File: src/rtl/vga_timing_gen.sv
// VGA raster timing: free-running pixel/line counters with registered blank/sync/frame decodes.
// Optional macro VGA_TIMING_SYNC_DELAY_EN adds one register stage on blank/hsync/vsync.
module vga_timing_gen #(
    parameter int H_ACTIVE = 640,
    parameter int H_FP     = 16,
    parameter int H_SYNC   = 96,
    parameter int H_BP     = 48,
    parameter int V_ACTIVE = 480,
    parameter int V_FP     = 10,
    parameter int V_SYNC   = 2,
    parameter int V_BP     = 33
) (
    input  logic       vga_clk,
    input  logic       reset,
    output logic [9:0] DrawX,
    output logic [9:0] DrawY,
    output logic       blank,
    output logic       hsync,
    output logic       vsync,
    output logic       frame_tick,
    output logic [7:0] frame_count
);

    localparam int H_TOTAL = H_ACTIVE + H_FP + H_SYNC + H_BP;
    localparam int V_TOTAL = V_ACTIVE + V_FP + V_SYNC + V_BP;

    localparam logic [9:0] H_LAST   = 10'(H_TOTAL - 1);
    localparam logic [9:0] V_LAST   = 10'(V_TOTAL - 1);
    localparam logic [9:0] H_ACT    = 10'(H_ACTIVE);
    localparam logic [9:0] V_ACT    = 10'(V_ACTIVE);
    localparam logic [9:0] HS_START = 10'(H_ACTIVE + H_FP);
    localparam logic [9:0] HS_END   = 10'(H_ACTIVE + H_FP + H_SYNC);
    localparam logic [9:0] VS_START = 10'(V_ACTIVE + V_FP);
    localparam logic [9:0] VS_END   = 10'(V_ACTIVE + V_FP + V_SYNC);

    logic [9:0] hc, vc;
    logic [9:0] hc_next, vc_next;
    logic       blank_next, hsync_next, vsync_next, tick_next;
    logic       blank_p0, hsync_p0, vsync_p0;

    always_comb begin
        hc_next = hc + 10'd1;
        vc_next = vc;
        if (hc == H_LAST) begin
            hc_next = '0;
            vc_next = (vc == V_LAST) ? '0 : vc + 10'd1;
        end
    end

    // Decode the upcoming position so each flag lands together with the count it describes.
    always_comb begin
        blank_next = (hc_next < H_ACT) && (vc_next < V_ACT);
        hsync_next = !((hc_next >= HS_START) && (hc_next < HS_END));
        vsync_next = !((vc_next >= VS_START) && (vc_next < VS_END));
        tick_next  = (hc_next == 10'd0) && (vc_next == V_ACT);
    end

    // Stage p0: counters and registered decodes
    always_ff @(posedge vga_clk or posedge reset) begin
        if (reset) begin
            hc          <= '0;
            vc          <= '0;
            blank_p0    <= 1'b1;
            hsync_p0    <= 1'b1;
            vsync_p0    <= 1'b1;
            frame_tick  <= 1'b0;
            frame_count <= '0;
        end else begin
            hc          <= hc_next;
            vc          <= vc_next;
            blank_p0    <= blank_next;
            hsync_p0    <= hsync_next;
            vsync_p0    <= vsync_next;
            frame_tick  <= tick_next;
            if (tick_next)
                frame_count <= frame_count + 8'd1;
        end
    end

    assign DrawX = hc;
    assign DrawY = vc;

`ifdef VGA_TIMING_SYNC_DELAY_EN
    logic blank_p1, hsync_p1, vsync_p1;

    // Stage p1: lag blank/sync by one cycle to match the renderers' registered color
    always_ff @(posedge vga_clk or posedge reset) begin
        if (reset) begin
            blank_p1 <= 1'b1;
            hsync_p1 <= 1'b1;
            vsync_p1 <= 1'b1;
        end else begin
            blank_p1 <= blank_p0;
            hsync_p1 <= hsync_p0;
            vsync_p1 <= vsync_p0;
        end
    end

    assign blank = blank_p1;
    assign hsync = hsync_p1;
    assign vsync = vsync_p1;
`else
    assign blank = blank_p0;
    assign hsync = hsync_p0;
    assign vsync = vsync_p0;
`endif

endmodule

File: config.mk
export PLATFORM = sky130hd
export DESIGN_NAME = vga_timing_gen
export DESIGN_NICKNAME = d
export VERILOG_FILES = /design/src/rtl/vga_timing_gen.sv
export SDC_FILE = /design/constraint.sdc
export NUM_CORES = 1
export LEC_CHECK = 0
export ABC_AREA = 1
export CORE_UTILIZATION = 45
export DETAILED_ROUTE_END_ITERATION = 7
export GPL_TIMING_DRIVEN = 0
export PLACE_DENSITY = 0.72
export SKIP_LAST_GASP = 1
export SYNTH_ARGS = -nofsm -noshare
export SYNTH_HDL_FRONTEND = slang
export SYNTH_SLANG_ARGS = --single-unit
File: constraint.sdc
create_clock -name vga_clk -period 1.7 [get_ports vga_clk]
set_input_delay 0.17 -clock vga_clk [delete_from_list [all_inputs] [get_ports vga_clk]]
set_output_delay 0.17 -clock vga_clk [all_outputs]
set_load 0.03 [all_outputs]
==> impl_metrics.tcl <==
set metrics [dict create \
    wl_per_cell_microns 13.1 \
    num-fill-cells 311 \
    vias 1897 \
    final_hold_viol_count 0 \
    comb_power_share_pct 1.8 \
    insertion_delay_ns 0.28 \
    cts.htree.levels 2 \
    yosysSeqAreaShare_pct 41.3 \
    wirelength_microns 4910 \
    grt_max_degree 33 \
    dp_cells 345 \
    maxSlewHeadroom_pct 71.8 \
    crit_type "reg -> reg" \
    p_per_area_nw_per_um2 479 \
    crit_arrival_ns 2.10 \
    ir_drop_mv 0.444 \
    core_region_area_sq_um 4090 \
    crit_required_ns 1.87 \
    routabilityCongestion 0.810 \
    grt_pass1_wl_microns 7790 \
    timing.final.crit_share_pct 114 \
    numCtsBuffers 5 \
    grt_antenna_before_repair 0 \
    grt_pass1_vias 1710 \
    setup_violations 11 \
    die_y_microns 67.8 \
    hold_path_class "in -> async" \
    initial_core_util_pct 47.7 \
    final_cell_mix "nand2_1, inv_1, clkdlybuf4s50_1, dfrtp_1, nand2_2" \
    antenna_cells 0 \
    power.share.sequential_pct 54.8 \
    final_core_util_pct 71.0 \
    max-clock-path-buffers 2 \
    nNetsFinal 330 \
    yosysWarnings 0 \
    violations "setup timing" \
    cts_tree "yes" \
    slew_viol_final 0 \
    area_growth_pct 48.8 \
    boundaryPins 34 \
    fp.dieArea_sq_um 4600 \
    min_period_ns 1.93 \
    ys_ff_latch 32 \
    clock-root-buffer "clkbuf_8" \
    rsz0062_at_grt "yes" \
    rows 23 \
    crit_path_end_kind "flop" \
    netlist_area_sq_um 1950 \
    ant_nets 0 \
    avgSynthCellArea_sq_um 7.44 \
    p_total_uw 1390 \
    multi_input_area_sq_um 1200 \
    synthCells 262 \
    drive_above_1_share_pct 32.3 \
    max_cap_violations 0 \
    start_kind "flop" \
    drc 0 \
    synth_nets 268 \
    timing.fmax_ghz 0.518 \
    crit_fanout 8 \
    layoutNonFillerInstCount 375 \
    setup_slack_ns -0.232 \
    p_switching_uw 289 \
    synth_cell_type_count 29 \
    pwr-share-clk_pct 43.4 \
    via_per_inst 5.06 \
    grt.total_usage_pct 22.8 \
    cts_num_sinks 32 \
    dp_hpwl_microns 3220 \
    ff_latch_area_sq_um 812 \
    final_common_cell "nand2_1" \
    initialDrtViolationCount 138 \
    sw_frac_of_total_pct 20.8 \
    status "complete, but fails checks" \
    clkTransAtPathRegs_ns 0.07 \
    dr.pass1.iters 4 \
    max_slew.worst_pin.slew_ns 0.420 \
    chipWidth_microns 67.8 \
    p_leak_uw 0.00139 \
    power.internal_uw 1100 \
    io_buffers 33 \
    fin_skew_ns 0.00568 \
    overflow 0 \
]
-- synth_stat cells --
cell,count,area (sq um)
a21oi_1,2,10.0
a21o_1,1,7.51
o21ai_0,3,15.0
nor2_8,1,20.0
nor2_1,22,82.6
nand3_2,2,20.0
inv_2,2,7.51
nand3_1,22,110
nor2_4,3,33.8
buf_6,2,22.5
nand2_2,10,62.6
nand3_4,1,17.5
xor2_1,4,35.0
nor3_1,5,25.0
nand3b_1,1,7.51
nor2_2,3,18.8
clkinv_1,1,3.75
nand4_1,12,75.1
inv_1,37,139
nand2_1,82,308
or2_1,1,6.26
o21bai_1,2,15.0
and3_1,1,6.26
or2_2,2,12.5
dfstp_2,3,78.8
dfrtp_1,29,726
a21boi_1,1,7.51
ha_1,4,50.1
xnor2_1,3,26.3
-- area by class of cell --
type                            count  share of cell area (%)
Multi-Input combinational cell    188                    41.5
Sequential cell                    32                    28.0
Timing Repair Buffer               55                    18.9
Inverter                           40                    5.39
Tap cell                           50                    2.16
Clock buffer                        8                    3.11
Buffer                              2                   0.906
-- kinds of logic (layout without fill, tap and decap cells) --
group / after synthesis / in the layout / share of synthesized area (%)
xor gates and xnor gates: 7 / 7 / 3.15
and+or+nand+nor: 168 / 168 / 41.3
adders and majority gates: 4 / 4 / 2.57
AOI/OAI and AO/OA: 9 / 9 / 2.82
DFF: 32 / 32 / 41.3
buffers and inverters: 42 / 105 / 8.86
-- metrics by stage --
stage	setup TNS, ns	worst slack [ns]	cell area (sq um)	hold WS [ns]
floorplan	-1.84	-0.225	2020	0.284
global placement	-3.69	-0.393	2410	0.506
detailed placement	-4.27	-0.416	2410	0.513
CTS	-2.16	-0.241	2710	0.524
global route	-3.19	-0.340	2900	0.169
finish	-2.01	-0.232	2900	0.141
-- power by group through the flow --
stage,clock network [uW],logic (uW),registers [uW]
after floorplan,0,11.2,776
after global placement,0,17.8,776
after detailed placement,0,18.4,776
after CTS,619,18.2,762
after global routing,643,28.2,761
final,603,24.7,762
-- metal layers --
layer / up-vias / global-route usage [%] / share of wire (%)
met4: 0 / 5.21 / 1.8
met2: 51 / 35.1 / 48
met3: 10 / 5.17 / 4.7
li1: 950 / - / -
met1: 886 / 32.5 / 45
met5: - / 0 / 0
-- flip-flops by register name, summed over array words and instances (netlist names) --
name	cells
DrawX	10
DrawY	10
blank	1
frame_count	8
frame_tick	1
hsync	1
vsync	1
-- timing repair --
action / in CTS / in global routing
hold buffers: 0 / 0
setup endpoints to repair: 11 / 12
gates resized for setup: 19 / 30
cloned: 1 / 1
pin swaps: 15 / 9
buffers inserted: 15 / 4
-- worst paths after layout --
path | endpoint | slack, ns | startpoint | depth (start not counted)
hold reg to reg | DrawX[1] | 0.53 | DrawX[0] | 1
min in group vga_clk | DrawX[1] | 0.53 | DrawX[0] | 1
setup reg to reg | frame_count[1] | -0.23 | DrawX[0] | 13
setup / recovery | frame_count[1] | -0.23 | DrawX[0] | 13
max in group asynchronous | blank | 1.06 | reset | 3
hold / removal | frame_count[1] | 0.14 | reset | 2
-- worst max-delay path, cell delays in order (launching register included) --
cell and delay (ns):
dfrtp_2 0.43, ha_4 0.17, nand2_4 0.06, nor2_4 0.05, buf_6 0.12, or2_4 0.22, nand3_2 0.06, nand2_1 0.05
nor2_1 0.12, nand2_1 0.10, nor2_4 0.16, nand3_4 0.14, nand2_2 0.09, nand2_1 0.05
No activity file was read; power rests on OpenSTA's default activity.
